==> config.mk <==
export PLATFORM = sky130hd
export DESIGN_NAME = bw_erosion_core
export DESIGN_NICKNAME = d
export VERILOG_FILES = /design/src/rtl/bw_erosion_core.sv
export SDC_FILE = /design/constraint.sdc
export NUM_CORES = 1
export LEC_CHECK = 0
export CORE_MARGIN = 5
export CORE_UTILIZATION = 30
export CTS_CLUSTER_DIAMETER = 40
export CTS_CLUSTER_SIZE = 30
export DETAILED_ROUTE_END_ITERATION = 10
export HOLD_SLACK_MARGIN = 0.05
export PLACE_DENSITY = 0.57
export SYNTH_ARGS = -nofsm -noshare
export SYNTH_HDL_FRONTEND = slang
export SYNTH_SLANG_ARGS = --single-unit
==> constraint.sdc <==
create_clock -name clk_i -period 1.5 [get_ports clk_i]
set_clock_uncertainty 0.2 [all_clocks]
set_input_delay 0.3 -clock clk_i [delete_from_list [all_inputs] [get_ports clk_i]]
set_output_delay 0.3 -clock clk_i [all_outputs]
set_load 0.1 [all_outputs]
==> src/rtl/bw_erosion_core.sv <==
// ---------------------------------------------------------------------------
// bw_erosion_core
//
// Binary-morphology pixel core with two independent two-stage pipelines that
// share one clock and reset:
//   * threshold path : grayscale pixel -> FG_VAL / BG_VAL (unsigned >=)
//   * erosion path   : 3x3 binarized window -> eroded centre pixel
// A result and its one-cycle valid pulse appear two clocks after the
// enabled sampling edge. Outputs hold their last value between results.
//
// Optional feature (macro BOUNDARY_OUT_EN):
//   defined   : kenar_o = centre minus eroded (FG_VAL when the stage-1
//               centre is FG_VAL and the erosion result is BG_VAL),
//               registered alongside ero_o with the same timing.
//   undefined : kenar_o is tied to BG_VAL.
//
// Ports:
//   clk_i        clock, rising edge
//   rst_i        synchronous active-high reset
//   bw_en_i      threshold-path strobe; veri_i/esik_i sampled this cycle
//   veri_i       grayscale pixel
//   esik_i       threshold value
//   bw_o         binarized pixel
//   bw_valid_o   one-cycle pulse, bw_o updated
//   ero_en_i     erosion-path strobe; g0_i..g8_i sampled this cycle
//   g0_i..g8_i   3x3 window, row-major (g0 top-left, g4 centre)
//   ero_o        eroded centre pixel
//   ero_valid_o  one-cycle pulse, ero_o updated
//   kenar_o      boundary pixel (see optional feature)
// ---------------------------------------------------------------------------
module bw_erosion_core #(
    parameter int unsigned       DATA_W  = 8,
    parameter logic [DATA_W-1:0] FG_VAL  = {DATA_W{1'b1}},
    parameter logic [DATA_W-1:0] BG_VAL  = '0,
    parameter logic [8:0]        SE_MASK = 9'h1FF
) (
    input  logic              clk_i,
    input  logic              rst_i,
    input  logic              bw_en_i,
    input  logic [DATA_W-1:0] veri_i,
    input  logic [DATA_W-1:0] esik_i,
    output logic [DATA_W-1:0] bw_o,
    output logic              bw_valid_o,
    input  logic              ero_en_i,
    input  logic [DATA_W-1:0] g0_i,
    input  logic [DATA_W-1:0] g1_i,
    input  logic [DATA_W-1:0] g2_i,
    input  logic [DATA_W-1:0] g3_i,
    input  logic [DATA_W-1:0] g4_i,
    input  logic [DATA_W-1:0] g5_i,
    input  logic [DATA_W-1:0] g6_i,
    input  logic [DATA_W-1:0] g7_i,
    input  logic [DATA_W-1:0] g8_i,
    output logic [DATA_W-1:0] ero_o,
    output logic              ero_valid_o,
    output logic [DATA_W-1:0] kenar_o
);

    localparam int unsigned WIN_W = 9 * DATA_W;

    function automatic logic [DATA_W-1:0] threshold_px(
        input logic [DATA_W-1:0] px,
        input logic [DATA_W-1:0] thr
    );
        return (px >= thr) ? FG_VAL : BG_VAL;
    endfunction

    // Only an exact FG_VAL counts as set; masked-off taps are ignored, so an
    // empty mask always erodes to foreground.
    function automatic logic erode_hit(input logic [WIN_W-1:0] win);
        logic hit;
        hit = 1'b1;
        for (int k = 0; k < 9; k++) begin
            if (SE_MASK[k] && (win[k*DATA_W +: DATA_W] != FG_VAL))
                hit = 1'b0;
        end
        return hit;
    endfunction

    logic [WIN_W-1:0]  win_in;
    logic [DATA_W-1:0] px_p1;
    logic [DATA_W-1:0] thr_p1;
    logic              vld_bw_p1;
    logic [WIN_W-1:0]  win_p1;
    logic              vld_ero_p1;

    // g0 occupies the least-significant slot so tap k sits at slice k.
    assign win_in = {g8_i, g7_i, g6_i, g5_i, g4_i, g3_i, g2_i, g1_i, g0_i};

    // ---- stage 1: input capture ------------------------------------------
    always_ff @(posedge clk_i) begin
        if (rst_i) begin
            px_p1      <= '0;
            thr_p1     <= '0;
            vld_bw_p1  <= 1'b0;
            win_p1     <= '0;
            vld_ero_p1 <= 1'b0;
        end else begin
            vld_bw_p1  <= bw_en_i;
            vld_ero_p1 <= ero_en_i;
            if (bw_en_i) begin
                px_p1  <= veri_i;
                thr_p1 <= esik_i;
            end
            if (ero_en_i)
                win_p1 <= win_in;
        end
    end

    // ---- stage 2: result registers ---------------------------------------
    always_ff @(posedge clk_i) begin
        if (rst_i) begin
            bw_o        <= BG_VAL;
            bw_valid_o  <= 1'b0;
            ero_o       <= BG_VAL;
            ero_valid_o <= 1'b0;
        end else begin
            bw_valid_o  <= vld_bw_p1;
            ero_valid_o <= vld_ero_p1;
            if (vld_bw_p1)
                bw_o <= threshold_px(px_p1, thr_p1);
            if (vld_ero_p1)
                ero_o <= erode_hit(win_p1) ? FG_VAL : BG_VAL;
        end
    end

`ifdef BOUNDARY_OUT_EN
    logic [DATA_W-1:0] kenar_q;

    always_ff @(posedge clk_i) begin
        if (rst_i) begin
            kenar_q <= BG_VAL;
        end else if (vld_ero_p1) begin
            kenar_q <= ((win_p1[4*DATA_W +: DATA_W] == FG_VAL) && !erode_hit(win_p1))
                       ? FG_VAL : BG_VAL;
        end
    end

    assign kenar_o = kenar_q;
`else
    assign kenar_o = BG_VAL;
`endif

endmodule

# After elaboration in Yosys (flattened, before gate mapping)
# Index checks and enable logic that the tools add are counted.
totals:
  in_bits: 92
  output_inout_bits: 26
  register_bits: 108
  wordCells: 32
classes:
  order_cmp: 1
  n_eq_ne: 9
  muxes: 13
ops:
  columns: ["cell", "count"]
  rows:
  - ["8-bit inequality test (second input constant)", 9]
  - ["8-bit two-way mux", 2]
  - ["1-bit two-way mux", 11]
  - ["8-bit >= comparator", 1]

# Depth between registers and ports, before layout
logic_depth:
  depth_word: 13
  mapped_depth: 7

# Worst setup path before layout
# OpenSTA, ideal clock, no wires.
synth_timing:
  kind: "reg-to-output"
  from: "register bw_o[6] (netlist name)"
  to: "output port bw_o[1]"
  slack_ps: -482
  stages_incl_launch_ff: 2
  t_arrival_ps: 1482
  path_cell_list: "dfxtp_1 buf_4"
synth_lines:
  columns: ["item", "line_no", "rtl"]
  rows:
  - ["end, declared", "42", "output logic [DATA_W-1:0] bw_o,"]

# Final worst setup path
layout_timing:
  from: "register px_p1[0]"
  to: "register bw_o[6]"
layout_between:
  elab_chain_cells: 2
layout_rtl:
  columns: ["item", "line_no", "rtl"]
  rows:
  - ["start, declared", "81", "logic [DATA_W-1:0] px_p1;"]
  - ["start signal, assigned", "102", "px_p1 <= veri_i;"]
  - ["8-bit >= comparator", "65", "return (px >= thr) ? FG_VAL : BG_VAL;"]
  - ["8-bit two-way mux", "65", null]
  - ["end signal, assigned", "121", "bw_o <= threshold_px(px_p1, thr_p1);"]
# Every way passes these cells.
# A chain may end at the register's enable or synchronous reset.

==> qor.yml <==
die:
  row_count: 41
  dieArea_mm2: 0.01492
  start_util_pct: 30.26
  ios: 118
  die_w_um: 122.1
  core-area_mm2: 0.01247
  die_y_um: 122.1
cts:
  clkTransAtPathRegs_ps: 70
  clock_path_buffers: 2
  cts.sinks: 94
  numCtsBuffers: 9
  insertion_delay_ps: 340
  htree_levels: 3
  cts_root_buffer: "clkbuf_16"
  cts_tree: "built"
power:
  p_leak_nw: 2.374
  p_sw_share_pct: 25.47
  p_seq_share_pct: 45.3
  clockPowerShare_pct: 38.1
  powerDensity_mw_per_mm2: 1080
  pwr-share-comb_pct: 16.5
  switching_power_mw: 1.531
  irDropWorstVdd_v: 0.0004729
  internal-power_mw: 4.480
final_layout:
  layout_common_cells: "91 x nor2_1, 89 x clkdlybuf4s50_1, 88 x mux2i_1"
  num-fill-cells: 1180
  layout_commonest_cell: "nor2_1"
  fin_area_mm2: 0.005564
  fin_util_pct: 44.64
  diodes: 0
  syn_to_final_growth_pct: 47.50
  drive_gt1_share_pct: 12.82
  final_nets: 571
logic_synthesis:
  yosysSeqAreaShare_pct: 49.88
  yosysWarnings: 0
  ys_seq_elements: 94
  netlist_instances: 373
  syn_avg_cell_area_um2: 10.11
  syn_area_mm2: 0.003772
  synth_cell_types: 25
route:
  routedWlPerCell_um: 13.41
  ant_nets: 0
  dr.pass1.iters: 4
  remaining_drc_errors: 0
  num_vias: 2781
  viasPerCell: 4.292
  first_iter_violations: 96
  drt-total-wl_um: 8692
critical_path:
  critPathLaunchType: "flip-flop"
  endpoint_kind: "flip-flop"
  cp.arrival_ps: 1610
  path_max_fanout: 2
  crit_chain: "inv_1, ha_1, nand2b_1, a21o_1, a21oi_2, o211a_1, a2111oi_4"
  critPathRequiredTime_ps: 1510
  critPathSlowestCell: "dfxtp_2"
  crit_type: "reg2reg"
  slowest_delay_ps: 330
  rrSetupSlack_ps: -90
sta:
  min_period_ps: 1594
  period_share_pct: 106.3
  setup_slack_ps: -94.28
  setup_viol: 17
  fin_setup_tns_ps: -387.0
  final_hold_viol_count: 0
  max_freq_ghz: 0.6272
  fin_hold_ws_ps: 182.8
  drv_slew: 0
  rsz0062_at_grt: "yes"
job:
  maxCapViolations: 0
hold_path:
  hold_class: "in2reg"
global_route:
  grt_pass1_wl_um: 13890
  track_usage_pct: 11.93
  overflow: 0
  grt_max_degree: 85
  grt_pass1_vias: 2860
  antenna_found_initial: 1
placement:
  gp_congestion: 0.7411
  post_dp_cell_area_mm2: 0.005135
  dpl.hpwl_um: 6325
  port_buffers: 109
run_status:
  violations: "negative setup slack"
  status: "finished, violations left"
## metrics by stage
stage | instances | total power, mW | setup slack [ps]
global route | 648 | 6.286 | -164.8
global placement | 627 | 3.733 | -67.76
CTS | 648 | 6.090 | -92.81
detailed placement | 627 | 3.750 | -92.15
finish | 648 | 6.011 | -94.28
floorplan | 380 | 3.362 | 4.512
## routing by layer
layer	track usage [%]	routed length [µm]	share of wire [%]
met2	18.92	3931	45
met3	3.900	605	7.0
met4	5.038	153	1.8
met5	0	13	0.15
met1	14.90	3987	46
## path summary, 6_finish.rpt
check                                 from    endpoint  cells after the start
worst max-delay path              px_p1[0]     bw_o[6]                      7
worst min register to register  win_p1[36]  win_p1[36]                      2
worst max register to register    px_p1[0]     bw_o[6]                      7
worst min-delay path              ero_en_i  win_p1[25]                      3
## cells by family after synthesis
group	synth area share, %
other	0.09941
AO/OA/AOI/OAI	1.393
AND/OR/NAND/NOR	14.56
adder cells (fa/ha/maj)	2.654
flip-flops	49.88
buffers and inverters	8.060
multiplexers	23.35
## Yosys cell counts
master	n	area share (%)
a2111oi_2	1	0.40
a21o_1	1	0.20
a21oi_1	2	0.27
buf_1	8	0.80
buf_2	3	0.40
buf_4	30	6.0
clkbuf_1	1	0.099
conb_1	1	0.099
dfxtp_1	94	50
ha_1	8	2.7
inv_1	8	0.80
mux2i_1	88	23
nand2_1	2	0.20
nand2b_1	1	0.17
nand3_1	1	0.13
nand4_1	19	3.2
nor2_1	91	9.1
nor2b_1	5	0.83
nor3_1	1	0.13
nor3b_1	1	0.20
nor4_1	3	0.50
o211a_1	1	0.27
o21ai_0	1	0.13
o21ai_1	1	0.13
or4_1	1	0.20
## final cells by class
| type | instances | area [µm²] | share of cell area, % |
|---|---|---|---|
| Inverter | 8 | 30.03 | 0.5397 |
| Sequential cell | 94 | 1899 | 34.14 |
| Clock inverter | 5 | 60.06 | 1.079 |
| Clock buffer | 11 | 242.7 | 4.362 |
| Tap cell | 172 | 215.2 | 3.868 |
| Timing Repair Buffer | 122 | 1466 | 26.35 |
| Multi-Input combinational cell | 236 | 1650 | 29.66 |
## power groups by stage
| stage | Combinational [mW] | Sequential (mW) | Clock [mW] |
|---|---|---|---|
| floorplan | 0.576 | 2.79 | 0 |
| global placement | 0.949 | 2.78 | 0 |
| detailed placement | 0.961 | 2.79 | 0 |
| CTS | 0.995 | 2.72 | 2.37 |
| global route | 1.07 | 2.74 | 2.47 |
| finish | 0.993 | 2.72 | 2.29 |
## timing repair
| item | in CTS | in global routing |
|---|---|---|
| pin swaps | 0 | 5 |
| resized for setup | 5 | 12 |
| endpoints found under the setup margin | 18 | 18 |
| hold endpoints to repair | 1 | 0 |
| gates cloned | 0 | 0 |
| hold buffers | 1 | 0 |
| buffers inserted | 4 | 0 |
## registers in the layout (all words and copies together) (netlist names)
register and count:
win_p1 72, thr_p1 8, vld_ero_p1 1, bw_o 1
vld_bw_p1 1, bw_valid_o 1, ero_o 1, ero_valid_o 1
px_p1 8
## worst max-delay path, delay by kind of cell, from the launching register on
family / cells / cell delay [ps]
buffers and inverters: 1 / 40
flip-flops: 1 / 330
AO/OA/AOI/OAI: 4 / 500
adder cells (fa/ha/maj): 1 / 270
AND/OR/NAND/NOR: 1 / 140
(Power assumes the default switching activity.)
